===== config.mk =====
export PLATFORM = sky130hd
export DESIGN_NAME = clock_time_controller
export DESIGN_NICKNAME = d
export VERILOG_FILES = /design/src/rtl/clock_time_controller.sv
export SDC_FILE = /design/constraint.sdc
export NUM_CORES = 1
export LEC_CHECK = 0
export ABC_CLOCK_PERIOD_IN_PS = 3400
export CORE_ASPECT_RATIO = 2
export CORE_MARGIN = 2
export CORE_UTILIZATION = 40
export CTS_BUF_LIST = sky130_fd_sc_hd__clkbuf_8
export DETAILED_ROUTE_END_ITERATION = 6
export DONT_BUFFER_PORTS = 1
export PLACE_DENSITY = 0.6
export SYNTH_ARGS = -nofsm -noshare
export SYNTH_HDL_FRONTEND = slang
export SYNTH_SLANG_ARGS = --single-unit

===== constraint.sdc =====
create_clock -name clk -period 3.4 [get_ports clk]
set_input_delay 0.68 -clock clk [delete_from_list [all_inputs] [get_ports clk]]
set_output_delay 0.68 -clock clk [all_outputs]
set_load 0.03 [all_outputs]

===== src/rtl/clock_time_controller.sv =====
// Time-of-day counters, alarm-time registers and alarm sequencer for the VGA clock.
// Arbitrates the 1 Hz tick against the adjust buttons and generates the beeping buzzer tone.
module clock_time_controller #(
  parameter int RING_SECONDS = 60,
  parameter int AL_MIN_STEP  = 10,
  parameter int HOURS_MOD    = 12
) (
  input  logic       clk,
  input  logic       reset_n,
  input  logic       sec_tick,
  input  logic       tone_pulse,
  input  logic       sec_adj,
  input  logic       min_adj,
  input  logic       hrs_adj,
  input  logic       al_adj,
  input  logic       al_toggle,
  output logic [5:0] seconds,
  output logic [5:0] minutes,
  output logic [3:0] hours,
  output logic [5:0] al_minutes,
  output logic [3:0] al_hours,
  output logic       al_on,
  output logic       alarm_ringing,
  output logic       buzzer_out
);

  typedef enum logic [1:0] {
    ST_OFF     = 2'd0,
    ST_ARMED   = 2'd1,
    ST_RINGING = 2'd2
  } alarm_state_t;

  localparam logic [5:0] RING_LAST = 6'(RING_SECONDS - 1);
  localparam logic [3:0] HRS_LAST  = 4'(HOURS_MOD - 1);
  localparam logic [6:0] AL_STEP   = 7'(AL_MIN_STEP);

  alarm_state_t state;
  logic [5:0]   ring_cnt;
  logic         beep_phase;
  logic         tone;
  logic         match_prev;

  logic       sec_inc, sec_carry;
  logic       min_inc, min_carry;
  logic       hrs_inc;
  logic       match;
  logic [6:0] al_sum;
  logic       al_wrap;

  // Only a real tick ripples upward; an adjust-only wrap stays local to its field.
  assign sec_inc   = sec_tick | sec_adj;
  assign sec_carry = sec_tick && (seconds == 6'd59);
  assign min_inc   = min_adj | sec_carry;
  assign min_carry = sec_carry && (minutes == 6'd59);
  assign hrs_inc   = hrs_adj | min_carry;

  assign al_sum  = {1'b0, al_minutes} + AL_STEP;
  assign al_wrap = (al_sum >= 7'd60);

  assign match = (hours == al_hours) && (minutes == al_minutes) && (seconds == 6'd0);

  // NOTE: non-blocking assignments throughout so every register samples pre-edge values.
  always_ff @(posedge clk or negedge reset_n) begin
    if (!reset_n) begin
      seconds    <= '0;
      minutes    <= '0;
      hours      <= '0;
      al_minutes <= '0;
      al_hours   <= '0;
    end else begin
      if (sec_inc) seconds <= (seconds == 6'd59) ? 6'd0 : seconds + 6'd1;
      if (min_inc) minutes <= (minutes == 6'd59) ? 6'd0 : minutes + 6'd1;
      if (hrs_inc) hours   <= (hours == HRS_LAST) ? 4'd0 : hours + 4'd1;
      if (al_adj) begin
        if (al_wrap) begin
          al_minutes <= 6'(al_sum - 7'd60);
          al_hours   <= (al_hours == HRS_LAST) ? 4'd0 : al_hours + 4'd1;
        end else begin
          al_minutes <= al_sum[5:0];
        end
      end
    end
  end

  always_ff @(posedge clk or negedge reset_n) begin
    if (!reset_n) begin
      state      <= ST_OFF;
      ring_cnt   <= '0;
      beep_phase <= 1'b0;
      tone       <= 1'b0;
      match_prev <= 1'b0;
    end else begin
      match_prev <= match;

      unique case (state)
        ST_OFF: begin
          if (al_toggle) state <= ST_ARMED;
        end
        ST_ARMED: begin
          if (al_toggle) begin
            state <= ST_OFF;
          end else if (match && !match_prev) begin
            state      <= ST_RINGING;
            ring_cnt   <= '0;
            beep_phase <= 1'b1;
          end
        end
        ST_RINGING: begin
          if (al_toggle) begin
            state <= ST_OFF;
          end else if (sec_tick) begin
            if (ring_cnt == RING_LAST) begin
              state <= ST_ARMED;
            end else begin
              ring_cnt   <= ring_cnt + 6'd1;
              beep_phase <= ~beep_phase;
            end
          end
        end
        default: state <= ST_OFF;
      endcase

      // Tone halves tone_pulse during the "on" second and is held silent otherwise.
      if ((state == ST_RINGING) && beep_phase) begin
        if (tone_pulse) tone <= ~tone;
      end else begin
        tone <= 1'b0;
      end
    end
  end

  assign al_on         = (state != ST_OFF);
  assign alarm_ringing = (state == ST_RINGING);
  assign buzzer_out    = tone;

endmodule


==> run metrics <==
fin crit period=2.380 ns; Worst EP required=3.58 ns; Die ar.=6227 µm²; die width=56.81 µm; RR Endpoint=al_hours[1]; first-pass GRT wire length=8521 µm; DP HPWL=3680 µm; port bufs=0; Starting Density=41.16%; post-DR vias/cell=5.855; Worst Max-Slew Pin Slew=0.7185 ns; power per cell area=959.1 nW/µm²; M2 GR Usage=32.48%; crit end category=flop; crit path kind=reg -> reg; critical path's top delay family=flip-flops; Critical Path Fanout Max=7; antenna cells=0; # DRC=0; Nets=260; CP Launch Type=flop; Worst R2R Start=al_minutes[2]; vias in the first global route=1789; most common cell in the netlist=dfrtp_1; Clock Skews=0.009735 ns; routability cong.=0.7891; initial antenna violation count=0; # hold bufs at CTS=0; number of synthesized flops with an enable pin=0; worst skew pair latency=0.29 ns; GR Layer Usage met1=18.02%; crit path to=al_hours[1]; WP buf/inv=1; Worst R2R Setup Slack=1.02 ns; outcome=finished, final reports clean; Worst-path clk slew=0.08 ns; crit path max-delay cell type=dfrtp_1; Setup crit start=al_minutes[2]; detailed-route wire length per cell=16.29 µm; clk sinks=36; Hold WS=0.07454 ns; synthesis-to-finish area growth=6.955%; GRT Total Usage=17.30%; core area=5420 µm²; synth top area cells=dfrtp_1, ha_1, xor2_1; Die Height=109.6 µm; # IOs=38; final core utilization=44.02%; Max Cap Violations=0; fraction of registers with async set/reset=100.0%; Setup-failing EPs final=0; P_leak=1.022 nW; Post-Syn Area per Cell=9.106 µm²; CTS resizes=0; largest area contributor in the netlist=dfrtp_1; crit share post-route=70.01%; busiest grt layer=met2; total routed wirelength=4935 µm; Root Buffer=clkbuf_8; Synth top area share=40.38%; critical path arrival=2.56 ns; Yosys Warn Count=0; antenna viol nets, final=0; DRT iter0 DRCs=44; met3 Resource Use GR=4.000%; Overflow after GRT=0; Seq cells post-synth=36; CTS buffer count=5; routed via count=1774; worst vdd ir=0.0005482 V; sequential area share after synthesis=40.38%; fin. max-slew vios=0; Setup TNS Final=0 ns; relative slew slack=52.10%; CTS tree=built; Core Rows=38; post-synth cell types=54; H-tree depth=2; Primary FF master, synth=dfrtp_1; RSZ-0062 raised after global routing=false; Synthesized Nets=263; max incr delay on CP=0.61 ns; Hold Fails Final Rpt=0; min-delay worst type=in -> async; Fillers=566; drt first pass iters=4; CTS max path bufs=2; critical path depth in cells=7; crit-path cells=inv_1, ha_1, and2b_1, o21ai_0, a211oi_2, nor2_1, mux2_2; cells on worst reg2reg path=7; Post-CTS Setup Inserts=0; Mapped Cells=245; largest net degree at the start of global routing=37; Max Clock Freq=0.4201 GHz; layout cells sized above 1=12.35%; mapped cell area=2231 µm²; synth cell count leaders=dfrtp_1, nand2_1, nor2_1, o21ai_0
==> cells by family (layout without fill, tap and decap cells) <==
family	after synthesis	count (layout)	share of synthesized area (%)
flip-flops	36	36	40.38
buffers and inverters	22	20	4.094
AND/OR/NAND/NOR	103	103	24.96
multiplexers	9	9	4.487
XOR/XNOR	13	13	5.104
other	1	1	0.1681
AO/OA/AOI/OAI	52	52	15.76
adder cells (fa/ha/maj)	9	9	5.048
==> worst register-to-register path: cells and delay by family, from the launching register on <==
family / cells / cell delay [ns]
flops: 1 / 0.61
compound gates: 2 / 0.58
fa+ha+maj: 1 / 0.36
simple gates: 2 / 0.33
mux: 1 / 0.29
buf+inv: 1 / 0.11
==> final cells by class <==
class                      count  area (µm²)  area share, %
tap                           60       75.07          3.146
inverter                      12       45.04          1.888
sequential                    36       900.9          37.76
multi-input combinational    187        1239          51.91
clock buffer                   7       96.34          4.038
clock inverter                 1       30.03          1.259
==> metal layers <==
metal,wire [µm],vias up
met3,237,7
li1,-,870
met5,0,-
met4,88,0
met2,2739,31
met1,1870,866
==> stage by stage <==
step           worst slack, ns  instance area [µm²]  power, mW  cells
6_report                 1.020                 2386      2.289    303
4_1_cts                  1.022                 2386      2.313    303
2_1_floorplan            1.188                 2231      1.696    245
3_3_place_gp             1.079                 2260      1.878    295
5_1_grt                 0.8147                 2386      2.472    303
3_5_place_dp             1.030                 2260      1.886    295
==> registers in the layout, summed over array words and instances, names as in the netlist <==
| signal | count |
|---|---|
| buzzer_out | 1 |
| state | 2 |
| beep_phase | 1 |
| seconds | 6 |
| ring_cnt | 6 |
| hours | 4 |
| minutes | 6 |
| al_minutes | 5 |
| al_hours | 4 |
| match_prev | 1 |
==> report_power, final <==
part / leakage, nW / switching, mW / internal, mW
registers: 0.449 / 0.569 / 0.557
logic: 0.508 / 0.390 / 0.354
clock network: 0.0645 / 0.160 / 0.259
==> cell usage in the layout (no fill, tap or decap), drive strengths merged, types with 3 or more instances in the layout <==
cell type,count
nand3,10
nor2,17
ha,9
nor4,5
nand2b,5
dfrtp,36
nand4,4
clkbuf,7
o31ai,3
mux2,8
o21ai,17
a31oi,5
xor2,12
inv,12
nand2,28
nor3,11
or3,4
a21oi,9
a21o,3
or2,3
o22ai,3
==> worst min-delay path by stage <==
stage               slack, ns     endpoint  depth (start not counted)    start
floorplan                0.38  al_hours[0]                          0  reset_n
global placement         0.39  ring_cnt[4]                          0  reset_n
detailed placement       0.39  ring_cnt[4]                          0  reset_n
CTS                      0.07   minutes[5]                          0  reset_n
global route             0.06   buzzer_out                          0  reset_n
finish                   0.07     state[0]                          0  reset_n
Note: power is estimated with default switching activity, not from simulation.
